File: config.mk
export PLATFORM = sky130hd
export DESIGN_NAME = rf_writeback
export DESIGN_NICKNAME = d
export VERILOG_FILES = /design/src/rtl/rf_writeback.sv
export SDC_FILE = /design/constraint.sdc
export NUM_CORES = 1
export LEC_CHECK = 0
export ABC_CLOCK_PERIOD_IN_PS = 3650
export CORE_MARGIN = 3
export CORE_UTILIZATION = 45
export CTS_CLUSTER_SIZE = 16
export DETAILED_ROUTE_END_ITERATION = 10
export GPL_TIMING_DRIVEN = 0
export PLACE_DENSITY = 0.79
export SLEW_MARGIN = 10
export SYNTH_ARGS = -nofsm -noshare
export SYNTH_HDL_FRONTEND = slang
export SYNTH_SLANG_ARGS = --single-unit
File: constraint.sdc
create_clock -name clk -period 3.65 [get_ports clk]
set_input_delay 0.365 -clock clk [delete_from_list [all_inputs] [get_ports clk]]
set_output_delay 0.365 -clock clk [all_outputs]
set_load 0.03 [all_outputs]
File: src/rtl/rf_writeback.sv
// rf_writeback: register file writer. Merges single-cycle ALU results and
// buffered LSU load results into one registered write port. ALU has strict
// priority. Tracks outstanding loads in a per-register pending scoreboard.
module rf_writeback #(
  parameter int DW       = 32,
  parameter int AW       = 5,
  parameter int LQ_DEPTH = 2,
  localparam int CW      = $clog2(LQ_DEPTH) + 1,
  localparam int PW      = $clog2(LQ_DEPTH)
) (
  input  logic          clk,
  input  logic          rst_n,
  input  logic          alu_valid,
  input  logic [AW-1:0] alu_rd,
  input  logic [DW-1:0] alu_wdata,
  input  logic          lsu_valid,
  output logic          lsu_ready,
  input  logic [AW-1:0] lsu_rd,
  input  logic [DW-1:0] lsu_wdata,
  input  logic          ld_issue,
  input  logic [AW-1:0] ld_issue_rd,
  output logic [31:0]   pend,
  output logic [CW-1:0] lq_count,
  output logic          we,
  output logic [AW-1:0] rd,
  output logic [DW-1:0] rd_wdata
);

  // LSU result queue storage and pointers
  logic [AW-1:0] q_rd   [LQ_DEPTH];
  logic [DW-1:0] q_data [LQ_DEPTH];
  logic [PW-1:0] wr_ptr;
  logic [PW-1:0] rd_ptr;

  logic          push;
  logic          pop;
  logic          not_empty;
  logic [AW-1:0] head_rd;
  logic [DW-1:0] head_data;
  logic [31:0]   pend_set;
  logic [31:0]   pend_clr;

  // Ready is held low during reset and whenever the queue is full.
  assign lsu_ready = rst_n & (lq_count != CW'(LQ_DEPTH));
  assign push      = lsu_valid & lsu_ready;
  assign not_empty = (lq_count != '0);
  // The queue only drains in cycles the ALU leaves the port free.
  assign pop       = ~alu_valid & not_empty;
  assign head_rd   = q_rd[rd_ptr];
  assign head_data = q_data[rd_ptr];

  // Queue payload write; contents need no reset since occupancy gates reads.
  always_ff @(posedge clk) begin
    if (push) begin
      q_rd[wr_ptr]   <= lsu_rd;
      q_data[wr_ptr] <= lsu_wdata;
    end
  end

  // Queue pointers and occupancy; pointers wrap naturally at LQ_DEPTH.
  always_ff @(posedge clk or negedge rst_n) begin
    if (!rst_n) begin
      wr_ptr   <= '0;
      rd_ptr   <= '0;
      lq_count <= '0;
    end else begin
      if (push) wr_ptr <= wr_ptr + PW'(1);
      if (pop)  rd_ptr <= rd_ptr + PW'(1);
      case ({push, pop})
        2'b10:   lq_count <= lq_count + CW'(1);
        2'b01:   lq_count <= lq_count - CW'(1);
        default: lq_count <= lq_count;
      endcase
    end
  end

  // Per-register set/clear strobes; x0 never becomes pending.
  assign pend_set[0] = 1'b0;
  assign pend_clr[0] = 1'b0;
  generate
    for (genvar gi = 1; gi < 32; gi++) begin : g_pend
      assign pend_set[gi] = ld_issue & (ld_issue_rd == AW'(gi));
      assign pend_clr[gi] = pop & (head_rd == AW'(gi));
    end
  endgenerate

  // Scoreboard update; a same-edge set overrides the clear (newer load).
  always_ff @(posedge clk or negedge rst_n) begin
    if (!rst_n) begin
      pend <= '0;
    end else begin
      pend <= (pend & ~pend_clr) | pend_set;
    end
  end

  // Write port arbitration: ALU first, then queue head, else idle.
  always_ff @(posedge clk or negedge rst_n) begin
    if (!rst_n) begin
      we       <= 1'b0;
      rd       <= '0;
      rd_wdata <= '0;
    end else if (alu_valid) begin
      we       <= (alu_rd != '0);
      rd       <= alu_rd;
      rd_wdata <= alu_wdata;
    end else if (not_empty) begin
      we       <= (head_rd != '0);
      rd       <= head_rd;
      rd_wdata <= head_data;
    end else begin
      we       <= 1'b0;
    end
  end

endmodule

==> impl_metrics.tcl <==
set metrics [dict create \
    status "finished, final reports clean" \
    dr.pass1.iters 4 \
    peakVddDrop_v 0.0003667 \
    holdCritPathClass "in2reg" \
    place_congestion 0.8710 \
    grtUsageTotal 0.2129 \
    hold_violations 0 \
    clkTransAtPathRegs_ns 0.06 \
    netlist_area_sq_um 6376 \
    layout_commonest_cell "clkdlybuf4s50_1" \
    place_hpwl_um 11620 \
    rsz0062_at_grt "false" \
    grt_antenna_before_repair 1 \
    antenna_cells 0 \
    slew_violations 0 \
    start_util 0.4703 \
    clock_skew_ns 0.005534 \
    rrSetupSlack_ns 1.84 \
    synth_edf_count 74 \
    cp_slowest_cell "clkdlybuf4s50_1" \
    yosys.area.top_type "edfxtp_1" \
    num_rows 42 \
    p_per_area_nw_per_um2 693.2 \
    fin_hold_ws_ns 0.3218 \
    maxCapViolations 0 \
    r2r-end "lq_count[1]" \
    grt_pass1_vias 5013 \
    die_width_um 125.0 \
    maxSlewHeadroom 0.4563 \
    ant_nets 0 \
    via_per_inst 5.467 \
    synth_warnings 0 \
    finalCritPeriodShare 0.6991 \
    die_h_um 125.0 \
    ctsResizeCount 0 \
    io_pins 157 \
    vias 4603 \
    most-common-layout-cells "153 x clkdlybuf4s50_1, 74 x edfxtp_1, 73 x dfrtp_1" \
    place_area_sq_um 8212 \
    avgSynthCellArea_sq_um 13.40 \
    setup_viol 0 \
    wl_per_cell_um 19.29 \
    p_leak_nw 3.462 \
    syn_to_final_growth_pct 39.29 \
    critPathRequiredTime_ns 3.28 \
    worst_path_largest_cell_delay_ns 0.68 \
    synth_area_leaders "edfxtp_1 35%, dfrtp_1 29%, mux2_2 6.4%, mux2i_1 5.7%, o21ai_0 5.3%" \
    grt_overflow 0 \
    async_flop_share 0.4966 \
    fmax_mhz 391.9 \
    drc 0 \
    tritoncts "done" \
    ys_ff_latch 147 \
    drive_above_1_share 0.1547 \
    worstSetupPathType "in2out" \
    ys_seq_area_frac 0.6350 \
    hp-start "alu_valid" \
    hold_path_end "rd_wdata[23]" \
    grt_pass1_wl_um 26340 \
    clock-sinks 147 \
    numCtsBuffers 17 \
    final_nets 738 \
    drt_iter0_markers 229 \
    die-area_sq_um 15630 \
    critPathArrivalTime_ns 2.19 \
    worst-path-max-fanout 32 \
    end_kind "output port" \
    min_period_ns 2.552 \
    grt_max_degree 45 \
    yosys.area.top_type_share 0.3485 \
    path_cells "dlygate4sd3_1, buf_4, o21a_1, clkdlybuf4s50_1" \
    tightest_slew_ns 0.8045 \
    design_area_sq_um 8881 \
    syn_nets 561 \
    synthDistinctLibCells 39 \
    synthCells 476 \
    root_buffer "clkbuf_16" \
    hold_depth 2 \
    core_sq_um 13560 \
    io_buffer_count 154 \
    worstSetupStartpointType "primary input" \
    reg2reg_depth 7 \
    wl_um 16240 \
    synth_ff_type "edfxtp_1" \
    r2r_start "lq_count[0]" \
    cts_max_path_buffers 2 \
    clk_latency_ns 0.42 \
    htree_levels 4 \
]
[power by group]
group	leakage (nW)	internal (mW)	switching, mW
Combinational	1.69	0.956	1.10
Clock	0.321	1.25	0.674
Sequential	1.45	2.03	0.150
[cell families (layout without fill, tap and decap cells)]
| kind of cell | count (synthesis) | in the layout | share of synthesized area |
|---|---|---|---|
| AOI/OAI and AO/OA | 114 | 114 | 0.1213 |
| buffers and inverters | 62 | 252 | 0.04670 |
| other | 1 | 1 | 0.0005881 |
| muxes | 74 | 74 | 0.1246 |
| adders and majority gates | 1 | 1 | 0.001962 |
| xor gates and xnor gates | 5 | 5 | 0.006868 |
| and+or+nand+nor | 72 | 72 | 0.06299 |
| DFF | 147 | 147 | 0.6350 |
[synth_stat cells (2+ instances only)]
cell and instances:
a211oi_2 9, a32oi_1 31, and4b_1 3, buf_1 3, buf_2 7, buf_4 5
buf_6 5, clkbuf_1 9, dfrtp_1 73, edfxtp_1 74, inv_1 33, mux2_2 36
mux2i_1 36, nand2_1 38, nand3_1 2, nand3b_1 6, nor2_1 3, nor2b_1 2
nor4bb_1 3, o211ai_1 3, o21ai_0 67, or3_1 2, or3b_1 6, xnor2_1 5
[worst max path at each step]
| stage | end | slack [ns] | depth (start not counted) | from |
|---|---|---|---|---|
| floorplan | q_data[0][0] | 0.73 | 3 | lq_count[0] |
| detailed placement | q_data[0][14] | 1.56 | 4 | rst_n |
| global route | lsu_ready | 0.99 | 4 | rst_n |
| finish | lsu_ready | 1.10 | 4 | rst_n |
| CTS | lsu_ready | 1.07 | 4 | rst_n |
| global placement | q_data[0][14] | -3.65 | 3 | rst_n |
[state kept, by name (all words and copies together), names as in the netlist]
signal    flops
rd_wdata     32
q_data       64
rd_ptr        1
lq_count      2
we            1
rd            5
wr_ptr        1
q_rd         10
pend         31
[per-layer routing]
metal | share of wire | track usage | vias to the layer above
met5 | 0.00080 | 0 | -
met4 | 0.015 | 0.06378 | 2
met3 | 0.082 | 0.08145 | 26
met2 | 0.50 | 0.3543 | 182
met1 | 0.40 | 0.2592 | 2266
li1 | - | - | 2127
[layout make-up]
| class | instances | area (sq um) |
|---|---|---|
| well taps | 176 | 220.2 |
| repair buffers | 158 | 1617 |
| flip-flops and latches | 147 | 4049 |
| multi-input cells | 267 | 2038 |
| clock inverters | 12 | 202.7 |
| fillers | 1005 | 4677 |
| clock buffers | 20 | 456.7 |
| inverters | 33 | 123.9 |
| plain buffers | 29 | 173.9 |
[per-stage QoR]
step | power, mW | util | cells | setup WS [ns] | TNS (ns)
2_1_floorplan | 3.512 | - | 476 | 0.7345 | 0
3_3_place_gp | 4.195 | 0.6002 | 806 | -3.654 | -258.95
3_5_place_dp | 4.261 | 0.6057 | 809 | 1.560 | 0
4_1_cts | 6.193 | 0.6550 | 842 | 1.065 | 0
5_1_grt | 6.433 | 0.6550 | 842 | 0.9883 | 0
6_report | 6.156 | 0.6550 | 842 | 1.098 | 0
[critical path: cells and delay by family]
family | cells | cell delay, ns
AO/OA/AOI/OAI | 1 | 0.21
buffers and inverters | 3 | 1.59
[what timing repair did]
item | CTS | global route
hold buffers | 1 | 0
setup buffers | 0 | 0
endpoints found under the hold margin | 29 | 0
No activity file was read; power rests on OpenSTA's default activity.
